--- config.mk ---
export PLATFORM = sky130hd
export DESIGN_NAME = blowfish128_pkey_init
export DESIGN_NICKNAME = d
export VERILOG_FILES = /design/src/rtl/blowfish128_pkg.sv /design/src/rtl/blowfish128_pkey_init.sv
export SDC_FILE = /design/constraint.sdc
export NUM_CORES = 2
export LEC_CHECK = 0
export ABC_AREA = 0
export BUFFER_PORTS_ARGS = -buffer_cell sky130_fd_sc_hd__buf_2
export CAP_MARGIN = 20
export CORE_UTILIZATION = 30
export CTS_CLUSTER_SIZE = 28
export DETAILED_ROUTE_END_ITERATION = 8
export SLEW_MARGIN = 10
export SYNTH_ARGS = -nofsm -noshare
export SYNTH_HDL_FRONTEND = slang
export SYNTH_SLANG_ARGS = --single-unit
--- constraint.sdc ---
create_clock -name Clk -period 4.6 [get_ports Clk]
set_clock_uncertainty 0.05 [all_clocks]
set_input_delay 0.23 -clock Clk [delete_from_list [all_inputs] [get_ports Clk]]
set_output_delay 0.23 -clock Clk [all_outputs]
set_load 0.03 [all_outputs]
--- src/rtl/blowfish128_pkg.sv ---
// Shared definitions for the Blowfish-128 key schedule and core:
// geometry constants, P-array initial constants, FSM states, subkey array type.
package blowfish128_pkg;

  localparam int KEY_WORD_W    = 32;
  localparam int MAX_KEY_WORDS = 14;
  localparam int P_ENTRIES     = 20;
  localparam int KEY_CNT_W     = 4;   // holds 0..MAX_KEY_WORDS
  localparam int MIX_IDX_W     = 5;   // holds 0..P_ENTRIES

  // Subkey array, index 0 = P1.
  typedef logic [0:P_ENTRIES-1][KEY_WORD_W-1:0] subkey_arr_t;

  // Fractional hex digits of pi, indices 0..19.
  localparam subkey_arr_t PINIT = {
    32'h243F6A88, 32'h85A308D3, 32'h13198A2E, 32'h03707344,
    32'hA4093822, 32'h299F31D0, 32'h082EFA98, 32'hEC4E6C89,
    32'h452821E6, 32'h38D01377, 32'hBE5466CF, 32'h34E90C6C,
    32'hC0AC29B7, 32'hC97C50DD, 32'h3F84D5B5, 32'hB5470917,
    32'h9216D5D9, 32'h8979FB1B, 32'h578FDFE3, 32'h3AC372E6
  };

  typedef enum logic [1:0] {
    IDLE  = 2'd0,
    LOAD  = 2'd1,
    MIX   = 2'd2,
    READY = 2'd3
  } state_t;

endpackage

--- src/rtl/blowfish128_pkey_init.sv ---
// Blowfish-128 P-array initialisation: collects a 1..14 word user key over a
// valid/ready stream, then mixes it cyclically into the pi constants, one
// subkey per cycle, and raises skey_ready once all 20 subkeys are written.
module blowfish128_pkey_init
  import blowfish128_pkg::*;
(
  input  logic                  Clk,
  input  logic                  Rst,
  input  logic                  keyValid,
  input  logic [KEY_WORD_W-1:0] keyWord,
  input  logic                  keyLast,
  output logic                  keyReady,
  output logic                  busy,
  output logic                  skey_ready,
  output logic [KEY_WORD_W-1:0] P1,
  output logic [KEY_WORD_W-1:0] P2,
  output logic [KEY_WORD_W-1:0] P3,
  output logic [KEY_WORD_W-1:0] P4,
  output logic [KEY_WORD_W-1:0] P5,
  output logic [KEY_WORD_W-1:0] P6,
  output logic [KEY_WORD_W-1:0] P7,
  output logic [KEY_WORD_W-1:0] P8,
  output logic [KEY_WORD_W-1:0] P9,
  output logic [KEY_WORD_W-1:0] P10,
  output logic [KEY_WORD_W-1:0] P11,
  output logic [KEY_WORD_W-1:0] P12,
  output logic [KEY_WORD_W-1:0] P13,
  output logic [KEY_WORD_W-1:0] P14,
  output logic [KEY_WORD_W-1:0] P15,
  output logic [KEY_WORD_W-1:0] P16,
  output logic [KEY_WORD_W-1:0] P17,
  output logic [KEY_WORD_W-1:0] P18,
  output logic [KEY_WORD_W-1:0] P19,
  output logic [KEY_WORD_W-1:0] P20
);

  state_t                 state_r, state_s;
  logic [KEY_CNT_W-1:0]   count_r;     // words stored; equals key length L during MIX
  logic [KEY_CNT_W-1:0]   key_idx_r;   // i mod L, kept as a wrapping counter
  logic [KEY_CNT_W-1:0]   key_idx_s;
  logic [KEY_CNT_W-1:0]   wr_idx_s;
  logic [MIX_IDX_W-1:0]   mix_idx_r;
  logic [KEY_WORD_W-1:0]  key_r [0:MAX_KEY_WORDS-1];
  subkey_arr_t            p_r;
  logic                   key_ready_r, busy_r, skey_ready_r;
  logic                   accept_s;

  // Next-state, handshake and key-index decode.
  always_comb begin
    state_s   = state_r;
    accept_s  = keyValid & key_ready_r;
    wr_idx_s  = {KEY_CNT_W{1'b0}};
    key_idx_s = key_idx_r + {{(KEY_CNT_W-1){1'b0}}, 1'b1};
    if (key_idx_r == count_r - {{(KEY_CNT_W-1){1'b0}}, 1'b1}) begin
      key_idx_s = {KEY_CNT_W{1'b0}};
    end else begin
      key_idx_s = key_idx_r + {{(KEY_CNT_W-1){1'b0}}, 1'b1};
    end
    case (state_r)
      IDLE, READY: begin
        if (accept_s) begin
          state_s = keyLast ? MIX : LOAD;
        end else begin
          state_s = state_r;
        end
      end
      LOAD: begin
        wr_idx_s = count_r;
        if (accept_s && (keyLast || (count_r == KEY_CNT_W'(MAX_KEY_WORDS - 1)))) begin
          state_s = MIX;
        end else begin
          state_s = LOAD;
        end
      end
      MIX: begin
        if (mix_idx_r == MIX_IDX_W'(P_ENTRIES - 1)) begin
          state_s = READY;
        end else begin
          state_s = MIX;
        end
      end
      default: state_s = IDLE;
    endcase
  end

  // State, counters, subkey registers and registered status flags.
  always_ff @(posedge Clk) begin
    if (Rst) begin
      state_r      <= IDLE;
      count_r      <= {KEY_CNT_W{1'b0}};
      key_idx_r    <= {KEY_CNT_W{1'b0}};
      mix_idx_r    <= {MIX_IDX_W{1'b0}};
      p_r          <= '0;
      key_ready_r  <= 1'b0;
      busy_r       <= 1'b0;
      skey_ready_r <= 1'b0;
    end else begin
      state_r      <= state_s;
      key_ready_r  <= (state_s != MIX);
      busy_r       <= (state_s == LOAD) || (state_s == MIX);
      skey_ready_r <= (state_s == READY);
      if (accept_s) begin
        count_r   <= (state_r == LOAD) ? (count_r + {{(KEY_CNT_W-1){1'b0}}, 1'b1})
                                       : {{(KEY_CNT_W-1){1'b0}}, 1'b1};
        key_idx_r <= {KEY_CNT_W{1'b0}};
        mix_idx_r <= {MIX_IDX_W{1'b0}};
      end else if (state_r == MIX) begin
        p_r[mix_idx_r] <= PINIT[mix_idx_r] ^ key_r[key_idx_r];
        mix_idx_r      <= mix_idx_r + {{(MIX_IDX_W-1){1'b0}}, 1'b1};
        key_idx_r      <= key_idx_s;
      end
    end
  end

  // Key register file: each accepted word lands at its position in the key.
  always_ff @(posedge Clk) begin
    if (accept_s && !Rst) begin
      key_r[wr_idx_s] <= keyWord;
    end
  end

  assign keyReady   = key_ready_r;
  assign busy       = busy_r;
  assign skey_ready = skey_ready_r;

  assign P1  = p_r[0];
  assign P2  = p_r[1];
  assign P3  = p_r[2];
  assign P4  = p_r[3];
  assign P5  = p_r[4];
  assign P6  = p_r[5];
  assign P7  = p_r[6];
  assign P8  = p_r[7];
  assign P9  = p_r[8];
  assign P10 = p_r[9];
  assign P11 = p_r[10];
  assign P12 = p_r[11];
  assign P13 = p_r[12];
  assign P14 = p_r[13];
  assign P15 = p_r[14];
  assign P16 = p_r[15];
  assign P17 = p_r[16];
  assign P18 = p_r[17];
  assign P19 = p_r[18];
  assign P20 = p_r[19];

endmodule

==> results.cfg <==
[status]
outcome = completed

[synth]
synth_cell_types = 64
yosysTopAreaCell = edfxtp_1
ys_seq_area_share_pct = 64.6
synthArstFlopShare_pct = 0
synth-edff-count = 448
synth_fp_nets = 3487
yosys_warnings = 0
synth_area_leaders = edfxtp_1, dfxtp_1, mux4_2, nand2_1, a22o_1
postSynthAreaPerCell_um2 = 12.0
synth_top_area_share_pct = 32.5
ys_ff_latch = 1110
synthCells = 3435
syn-cell-area_mm2 = 0.0413
synth-main-ff-cell = dfxtp_1

[detailed_routing]
wl_per_cell_um = 25.4
dr_total_vias = 30400
avgViaCountPerCell = 5.05
remaining_drc_errors = 0
drt_iter0_drc = 2927
dr.pass1.iters = 6
ant_nets = 0
wl_um = 153000

[cts]
clockRootBuffer = clkbuf_16
clk_latency_ns = 0.73
cts_tree = yes
path_clk_slew_ns = 0.06
cts_resized = 0
numCtsBuffers = 108
clk_path_buf_depth = 3
clock_sinks = 1110
htree_levels = 3

[layout]
final_core_util_pct = 37.6
finish.instance_area_mm2 = 0.0512
regMostFlops = key_r
nNetsFinal = 4185
fill_cells = 13200
area_growth_pct = 23.9
instances_no_fill = 6013
largest_reg_flops = 448
drive_above_1_share_pct = 30.0
final_cell_mix = buf_2, dfxtp_1, nand2_1
final_common_cell = buf_2

[place]
placedInstanceArea_mm2 = 0.0472
dp_hpwl_um = 103000
gp_congestion = 0.897
port_buffers = 678
dpl.cell_count = 5768
dp_slack_ns = 1.10

[hold_path]
hold_class = in2reg
worstHoldEndpoint = key_r[12][5]
hp-start = keyWord[5]
hold_depth = 2

[setup_path]
endpoint_kind = flop
worst-r2r-setup-slack_ns = 0.96
worstReg2RegStart = mix_idx_r[1]
cp.required_ns = 5.17
r2r_end = P3[26]
startpoint_type = flop
reg2regPathDepth = 7
crit_arrival_ns = 4.21
crit_type = reg2reg
crit_fanout = 18

[sta]
setup_viol = 0
hold_violations = 0
worst_pin_slew_ns = 1.11
slew_viol_final = 0
fmax_mhz = 274
finalCritPeriodShare_pct = 79.2
fin_setup_tns_ns = 0
layout_min_cycle_time_ns = 3.64
rsz0062_at_grt = no
relSlewSlack_pct = 25.9
finalWorstSetupSlack_ns = 0.956
whs_ns = 0.392

[floorplanning]
die-height_um = 373
dieArea_mm2 = 0.139
design.core.area_mm2 = 0.136
rows = 135
die_width_um = 373
initial_utilization_pct = 30.4
ios = 679

[global_route]
grt_pass1_vias = 28700
track_usage_pct = 21.3
grt_pass1_wl_um = 217000
grt_overflow = 0
antenna_found_initial = 24
grt_max_degree = 200

[pwr]
totalPowerFinal_mw = 23.2
leakagePower_nw = 19.0
power_density_mw_per_mm2 = 454
peakVddDrop_v = 0.000322

[flow_run]
drv_cap = 0
==> final cells by class <==
cell class                 instances  area [um2]  share of cell area (%)
clock inverter                    60         668                    1.30
antenna                            9        22.5                  0.0440
timing repair buffer             837        4810                    9.39
multi-input combinational       2059       13700                    26.8
inverter                          17        63.8                   0.125
clock buffer                     140        3000                    5.86
tap                             1781        2230                    4.35
sequential                      1110       26700                    52.2
==> worst max-delay path by stage <==
stage	slack, ns	endpoint	from	cells after the start
6_report	0.96	P3[26]	mix_idx_r[1]	7
5_1_grt	0.89	P2[26]	mix_idx_r[0]	7
4_1_cts	1.08	P17[26]	mix_idx_r[1]	7
3_5_place_dp	1.10	P3[26]	mix_idx_r[1]	7
3_3_place_gp	1.15	P4[20]	flop	9
2_1_floorplan	0.77	key_r[2][0]	keyReady	5
==> report_power, final <==
part	internal, mW	switching (mW)	total, mW
Combinational	0.928	2.70	3.63
Sequential	10.4	0.117	10.5
Clock	5.19	3.94	9.13
==> synth_stat cells (all sizes together) (2+ instances only) <==
| library cell | n |
|---|---|
| dfxtp | 662 |
| a21boi | 2 |
| o32ai | 2 |
| clkbuf | 141 |
| nor2 | 350 |
| nand4 | 2 |
| o221ai | 4 |
| a22oi | 3 |
| a31oi | 10 |
| o21ai | 127 |
| o211ai | 12 |
| a221oi | 4 |
| and2 | 3 |
| nand3 | 18 |
| a22o | 160 |
| xnor2 | 25 |
| o21a | 2 |
| mux2i | 50 |
| buf | 108 |
| a311oi | 2 |
| edfxtp | 448 |
| xor2 | 19 |
| o22a | 2 |
| ha | 16 |
| mux4 | 84 |
| a21oi | 244 |
| or3 | 21 |
| nand3b | 62 |
| inv | 16 |
| mux2 | 68 |
| a211oi | 141 |
| nor2b | 14 |
| nand2b | 11 |
| o22ai | 5 |
| nor3 | 65 |
| o31ai | 2 |
| nand2 | 518 |
==> critical path, stage by stage, from the launching register on <==
cell and delay (ns):
dfxtp_1 0.68, inv_1 0.25, ha_1 0.66, nand2_1 0.17, a221oi_1 0.95, xor2_2 0.16
buf_4 0.29, a22o_1 0.28
==> layer usage <==
layer	routed length [um]	part of all wire [%]	vias to the layer above	global-route usage, %
met5	163	0.11	-	0
met4	6180	4.0	24	8.68
met3	13300	8.7	270	6.17
met2	73300	48	1335	35.7
met1	60000	39	15000	25.6
li1	-	-	13800	-
==> timing repair <==
item / CTS / global route
endpoints found under the hold margin: 478 / 0
buffers inserted: 0 / 0
hold buffers: 35 / 0
endpoints found under the setup margin: 0 / 0
==> cells by family (layout without fill, tap and decap cells) <==
group,count (synthesis),in the layout,synth area share (%)
xor gates and xnor gates,44,44,1.06
adders and majority gates,16,16,0.484
and+or+nand+nor,1069,1069,11.1
DFF,1110,1110,64.6
muxes,202,202,7.68
AOI/OAI and AO/OA,728,728,11.8
other,0,9,0
buffers and inverters,266,1054,3.21
(Power assumes the default switching activity.)
